### src/rtl/abus_master_if_pkg.sv
// Shared abus definitions for the master-side bridge and the blocks that
// reuse its FIFO.
//   abus_sw()  : strb/keep field width for a given data width
//   IDLE/REQ/ABORT : master FSM state encodings
//   MID_W      : width of the master id driven on abus_mid
package abus_master_if_pkg;

  localparam int MID_W = 3;

  localparam logic [1:0] IDLE  = 2'd0;
  localparam logic [1:0] REQ   = 2'd1;
  localparam logic [1:0] ABORT = 2'd2;

  function automatic int abus_sw(input int data_width);
    return $clog2(data_width + 1);
  endfunction

endpackage

### src/rtl/abus_fifo.sv
// Generic synchronous FIFO used for command/transaction buffering.
// Ports:
//   clk, rstb     : clock, asynchronous active-low reset (empties the FIFO)
//   push, din     : write one entry when not full
//   pop, dout     : dout shows the head; pop discards it when not empty
//   full, empty   : status, derived from pointers with one extra wrap bit
module abus_fifo #(
  parameter int WIDTH = 8,
  parameter int DEPTH = 4
) (
  input  logic             clk,
  input  logic             rstb,
  input  logic             push,
  input  logic             pop,
  input  logic [WIDTH-1:0] din,
  output logic [WIDTH-1:0] dout,
  output logic             full,
  output logic             empty
);

  localparam int AW = $clog2(DEPTH);

  logic [WIDTH-1:0] mem [DEPTH];
  logic [AW:0]      wr_ptr;
  logic [AW:0]      rd_ptr;

  assign empty = (wr_ptr == rd_ptr);
  assign full  = (wr_ptr[AW] != rd_ptr[AW]) && (wr_ptr[AW-1:0] == rd_ptr[AW-1:0]);
  assign dout  = mem[rd_ptr[AW-1:0]];

  always_ff @(posedge clk or negedge rstb) begin
    if (!rstb) begin
      wr_ptr <= '0;
      rd_ptr <= '0;
    end else begin
      if (push && !full)  wr_ptr <= wr_ptr + 1'b1;
      if (pop  && !empty) rd_ptr <= rd_ptr + 1'b1;
    end
  end

  always_ff @(posedge clk) begin
    if (push && !full) mem[wr_ptr[AW-1:0]] <= din;
  end

endmodule

### src/rtl/abus_master_if.sv
// abus master-side bridge. Buffers client commands in a FIFO, presents each
// on the abus master slot until granted+acked (or aborted on timeout), and
// returns data/status through a one-entry response register.
// Ports:
//   abus_clk, abus_rstb      : clock, asynchronous active-low reset
//   cmd_*                    : valid/ready command port from the local client
//   rsp_*                    : valid/ready response port to the local client
//   abus_m* (out), abus_mid  : registered request to the arbiter
//   abus_mgrant/mack/mrdata  : grant for this master, shared ack and read data
module abus_master_if
  import abus_master_if_pkg::*;
#(
  parameter int ADDR_WIDTH = 16,
  parameter int DATA_WIDTH = 16,
  parameter int MID        = 0,
  parameter int FIFO_DEPTH = 4,
  parameter int TIMEOUT    = 0,
  localparam int SW        = abus_sw(DATA_WIDTH)
) (
  input  logic                  abus_clk,
  input  logic                  abus_rstb,
  input  logic                  cmd_valid,
  output logic                  cmd_ready,
  input  logic                  cmd_write,
  input  logic [ADDR_WIDTH-1:0] cmd_addr,
  input  logic [DATA_WIDTH-1:0] cmd_wdata,
  input  logic [SW-1:0]         cmd_strb,
  input  logic [SW-1:0]         cmd_keep,
  output logic                  rsp_valid,
  input  logic                  rsp_ready,
  output logic [DATA_WIDTH-1:0] rsp_rdata,
  output logic                  rsp_write,
  output logic                  rsp_err,
  output logic [MID_W-1:0]      abus_mid,
  output logic                  abus_mreq,
  output logic                  abus_mwrite,
  output logic                  abus_mread,
  output logic                  abus_mabort,
  output logic [SW-1:0]         abus_mstrb,
  output logic [SW-1:0]         abus_mkeep,
  output logic [DATA_WIDTH-1:0] abus_mwdata,
  output logic [ADDR_WIDTH-1:0] abus_maddress,
  input  logic                  abus_mgrant,
  input  logic                  abus_mack,
  input  logic [DATA_WIDTH-1:0] abus_mrdata
);

  localparam int CMD_W = 1 + 2 * SW + ADDR_WIDTH + DATA_WIDTH;
  localparam int CW    = (TIMEOUT > 1) ? $clog2(TIMEOUT) : 1;
  localparam logic [CW-1:0] CNT_LAST = CW'((TIMEOUT > 0) ? TIMEOUT - 1 : 0);

  logic [CMD_W-1:0]      push_data;
  logic [CMD_W-1:0]      head;
  logic                  full;
  logic                  empty;
  logic                  push;
  logic                  pop;
  logic                  done;
  logic                  h_write;
  logic [SW-1:0]         h_strb;
  logic [SW-1:0]         h_keep;
  logic [ADDR_WIDTH-1:0] h_addr;
  logic [DATA_WIDTH-1:0] h_wdata;
  logic [1:0]            state;
  logic [CW-1:0]         cnt;

  assign abus_mid  = MID_W'(MID);
  assign cmd_ready = !full;
  assign push      = cmd_valid && !full;
  assign push_data = {cmd_write, cmd_strb, cmd_keep, cmd_addr, cmd_wdata};
  assign {h_write, h_strb, h_keep, h_addr, h_wdata} = head;

  // A shared ack only completes our transfer when it coincides with our grant.
  assign done = abus_mreq && abus_mgrant && abus_mack;
  assign pop  = ((state == REQ) && done) || ((state == ABORT) && abus_mgrant);

  abus_fifo #(
    .WIDTH(CMD_W),
    .DEPTH(FIFO_DEPTH)
  ) u_fifo (
    .clk  (abus_clk),
    .rstb (abus_rstb),
    .push (push),
    .pop  (pop),
    .din  (push_data),
    .dout (head),
    .full (full),
    .empty(empty)
  );

  always_ff @(posedge abus_clk or negedge abus_rstb) begin
    if (!abus_rstb) begin
      state         <= IDLE;
      cnt           <= '0;
      rsp_valid     <= 1'b0;
      rsp_rdata     <= '0;
      rsp_write     <= 1'b0;
      rsp_err       <= 1'b0;
      abus_mreq     <= 1'b0;
      abus_mwrite   <= 1'b0;
      abus_mread    <= 1'b0;
      abus_mabort   <= 1'b0;
      abus_mstrb    <= '0;
      abus_mkeep    <= '0;
      abus_mwdata   <= '0;
      abus_maddress <= '0;
    end else begin
      if (rsp_valid && rsp_ready) rsp_valid <= 1'b0;
      case (state)
        IDLE: begin
          // Only issue when the response slot will be free, so it is never overwritten.
          if (!empty && (!rsp_valid || rsp_ready)) begin
            abus_mreq     <= 1'b1;
            abus_mwrite   <= h_write;
            abus_mread    <= !h_write;
            abus_mstrb    <= h_strb;
            abus_mkeep    <= h_keep;
            abus_mwdata   <= h_wdata;
            abus_maddress <= h_addr;
            cnt           <= '0;
            state         <= REQ;
          end
        end
        REQ: begin
          if (done) begin
            rsp_valid     <= 1'b1;
            rsp_rdata     <= abus_mwrite ? '0 : abus_mrdata;
            rsp_write     <= abus_mwrite;
            rsp_err       <= 1'b0;
            abus_mreq     <= 1'b0;
            abus_mwrite   <= 1'b0;
            abus_mread    <= 1'b0;
            abus_mstrb    <= '0;
            abus_mkeep    <= '0;
            abus_mwdata   <= '0;
            abus_maddress <= '0;
            state         <= IDLE;
          end else if ((TIMEOUT > 0) && (cnt == CNT_LAST)) begin
            abus_mabort <= 1'b1;
            state       <= ABORT;
          end else begin
            cnt <= cnt + 1'b1;
          end
        end
        ABORT: begin
          if (abus_mgrant) begin
            rsp_valid     <= 1'b1;
            rsp_rdata     <= '0;
            rsp_write     <= abus_mwrite;
            rsp_err       <= 1'b1;
            abus_mreq     <= 1'b0;
            abus_mwrite   <= 1'b0;
            abus_mread    <= 1'b0;
            abus_mabort   <= 1'b0;
            abus_mstrb    <= '0;
            abus_mkeep    <= '0;
            abus_mwdata   <= '0;
            abus_maddress <= '0;
            state         <= IDLE;
          end
        end
        default: state <= IDLE;
      endcase
    end
  end

endmodule

### config.mk
export PLATFORM = sky130hd
export DESIGN_NAME = abus_master_if
export DESIGN_NICKNAME = d
export VERILOG_FILES = /design/src/rtl/abus_master_if_pkg.sv /design/src/rtl/abus_fifo.sv /design/src/rtl/abus_master_if.sv
export SDC_FILE = /design/constraint.sdc
export NUM_CORES = 1
export LEC_CHECK = 0
export BUFFER_PORTS_ARGS = -buffer_cell sky130_fd_sc_hd__buf_2
export CORE_MARGIN = 3
export CORE_UTILIZATION = 57
export DETAILED_ROUTE_END_ITERATION = 6
export GPL_TIMING_DRIVEN = 0
export PLACE_DENSITY = 0.82
export SYNTH_ARGS = -nofsm -noshare
export SYNTH_HDL_FRONTEND = slang
export SYNTH_SLANG_ARGS = --single-unit
### constraint.sdc
create_clock -name abus_clk -period 4.7 [get_ports abus_clk]
set_input_delay 0.705 -clock abus_clk [delete_from_list [all_inputs] [get_ports abus_clk]]
set_output_delay 0.705 -clock abus_clk [all_outputs]
set_load 0.03 [all_outputs]
==> results.md <==
* Status: finished, final reports clean
* Min cycle time layout at 2529 ps
* Fin cells at 926
* H-tree depth at 1
* Grt ovf at 0
* Reg2Reg Setup Slack at 2220 ps
* Synth warn at 0
* Cell variety after synth at 27
* Vias in the first global route at 5,139
* CP endpoint kind: output port
* RePlAce Congestion at 0.7435
* HP Class: in -> async
* RSZ-0062 raised after global routing: no
* Internal power at 5.335 mW
* Total power draw at 8.018 mW
* Routed Antenna Nets at 0
* CP peak stage delay at 400 ps
* M1 GR Usage at 0.2509
* All-layer global routing usage at 0.1914
* Row count at 46
* Syn avg cell area at 17.65 um2
* DPL Wire Length at 10,840 um
* Largest net degree at the start of global routing at 70
* Part of the Yosys area used for sequential elements at 0.7380
* Setup TNS at 0 ps
* First-pass GRT wire length at 26,900 um
* CTS tree: yes
* DR WL/cell at 18.43 um
* Initial cell density of the core at 0.5857
* Sw frac at 0.3346
* Via density per instance at 5.274
* Die W at 134.0 um
* Max Clk Rate at 395.4 MHz
* Cell area after synthesis at 9338 um2
* Root Driver: clkbuf_16
* Worst-Skew Late Latency at 500 ps
* # diodes at 0
* Vert. Die Dim at 134.0 um
* CTS buffer count at 24
* Setup violations, final at 0
* Crit-path cells: buf_4 > xnor2_2 > nand3_1 > buf_2
* CP delay by family, top: buffers and inverters
* Postcts setup bufs at 0
* Pwr/cell area at 713.0 nW/um2
* CP startpoint kind: flop
* Final WL at 17,060 um
* Sequential power share at 0.400
* Flops & latches, synth at 241
* GRT Max-Usage Layer: met2
* Area grow syn2layout at 20.43%
* 1st-iter DRT viols at 279
* Leak at 4.759 nW
* Synth area leader: edfxtp_1
* Max-slew violations at 0
* Final Cycle Share at 0.5381
* Layout Utilization at 0.7054
* Mapped Cells at 529
* WP data required at 3990 ps
* Top post-synthesis cells by area: edfxtp_1, dfrtp_1, mux4_2
* Remaining DRCs at 0
* Post-Place Cells at 882
* Total die area at 17,950 um2
* Max_cap viols at 0
* Crit-path max FO at 9
* Worst rel slew slack at 0.3959
* Share of layout cells above drive strength 1 at 0.3324
* CP Data Arrival Time at 1820 ps
* Ports at 134
* PortBufs at 128
* Met2 Use GR at 0.3307
* Share of the synthesized area in the top cell type at 0.5531
* Worst-path clk slew at 60 ps
* Clk_skew at 8.838 ps
* P_sw at 2.683 mW
* Detailed-route via count at 4,884
* Clk sinks at 241
* Initial antenna violation count at 1
* Critical-path cell with the highest stage delay: dfrtp_1
* Floorplan core area at 15,940 um2
* Worst vdd ir at 348.5 uV
* Final hold violation count at 0
* CTS resizes at 0
* Hold_buf cts at 0
* Combinational Power Share at 0.352
* Clk network pwr share at 0.248
* M3 GR Usage at 0.03976
* Filler cells at 1,003
* WS Path Type: reg -> out
* Fin nets at 762
* Drt pass-1 iters at 5
* Sum of buffers and inverters on the critical path at 2
* Longest Clk Path Bufs at 3
* Worst-margin pin slew at 906.2 ps
==> cells in the mapped netlist <==
master	count
edfxtp_1	172
dfrtp_1	69
nand2_1	63
inv_1	46
mux2i_1	44
mux4_2	43
nand2b_1	16
o21ai_0	15
clkbuf_1	13
buf_4	7
buf_6	5
ha_1	5
buf_2	4
xor2_1	4
a31oi_1	3
and2_1	3
clkinv_1	2
mux2_2	2
nand3_1	2
o21ai_1	2
xnor2_1	2
xnor2_2	2
a311o_1	1
a311oi_1	1
conb_1	1
mux2_1	1
nor2b_1	1
==> sequential cells by signal, indices dropped and copies added, names as in the netlist, 3 cells and up <==
signal and flops:
abus_maddress 16, u_fifo.wr_ptr 3, rsp_rdata 16, abus_mstrb 5, u_fifo.rd_ptr 3, abus_mwdata 16, u_fifo.mem 172, abus_mkeep 5
==> final timing paths <==
check	depth (start not counted)	start	to
worst max-delay path	4	u_fifo.rd_ptr[0]$_DFFE_PN0P_	cmd_ready
worst min-delay path	1	abus_rstb	abus_mstrb[0]$_DFFE_PN0P_
worst max register to register	5	u_fifo.rd_ptr[0]$_DFFE_PN0P_	u_fifo.mem[1][0]$_DFFE_PP_
worst min register to register	2	rsp_rdata[13]$_DFFE_PN0P_	rsp_rdata[13]$_DFFE_PN0P_
max in group asynchronous	1	abus_rstb	abus_maddress[5]$_DFFE_PN0P_
min in group abus_clk	1	cmd_wdata[14]	u_fifo.mem[2][14]$_DFFE_PP_
==> cells in the final DEF (no fill, tap or decap), types with 5 or more instances in the layout <==
cell / Yosys / final
edfxtp_1: 172 / 172
buf_2: 4 / 131
dfrtp_1: 69 / 69
nand2_1: 63 / 63
inv_1: 46 / 46
mux2i_1: 44 / 44
mux4_2: 43 / 43
clkbuf_16: 0 / 25
clkbuf_1: 13 / 19
nand2b_1: 16 / 16
o21ai_0: 15 / 15
buf_4: 7 / 8
buf_6: 5 / 5
ha_1: 5 / 5
conb_1: 1 / 5
==> power by group through the flow <==
| stage | registers (mW) | logic (mW) | clock network, mW |
|---|---|---|---|
| final | 3.21 | 2.82 | 1.99 |
| after detailed placement | 3.25 | 2.88 | 0 |
| after global placement | 3.24 | 2.69 | 0 |
| after CTS | 3.21 | 2.88 | 2.03 |
| after floorplan | 3.73 | 1.53 | 0 |
| after global routing | 3.27 | 3.06 | 2.11 |
==> cells by family after synthesis <==
group                      Yosys count  synth area share
AOI/OAI and AO/OA                   22           0.01313
xor gates and xnor gates             8          0.009111
adders and majority gates            5          0.006700
buffers and inverters               77           0.03832
DFF                                241            0.7380
muxes                               90            0.1545
other                                1         0.0004016
and+or+nand+nor                     85           0.03980
==> per-layer routing <==
metal	wire length (um)	vias up
li1	-	2255
met1	7069	2444
met2	8513	148
met3	1031	35
met4	439	2
met5	7	-
==> final cells by class <==
type | count | area, um2 | share of cell area
clock inverters | 9 | 142.6 | 0.01268
flip-flops and latches | 241 | 6892 | 0.6128
multi-input cells | 215 | 2122 | 0.1887
well taps | 216 | 270.3 | 0.02403
plain buffers | 29 | 177.7 | 0.01580
clock buffers | 35 | 703.2 | 0.06253
repair buffers | 133 | 758.2 | 0.06742
inverters | 48 | 180.2 | 0.01602
==> metrics by stage <==
stage                     hold WS [ps]  cell area (um2)  setup WS (ps)
after floorplan                  409.4             9353           1037
after global placement           458.5            10260         -828.2
after detailed placement         468.4            10400           2246
after CTS                        363.4            11250           2159
after global routing             400.4            11250           2095
final                            334.8            11250           2171
==> worst reg2reg max path: stages, from the launching register on <==
cell and delay [ps]:
dfrtp_1 400, buf_4 200, xnor2_2 220, a31oi_1 430, and2_2 610, buf_12 280
(Power assumes the default switching activity.)
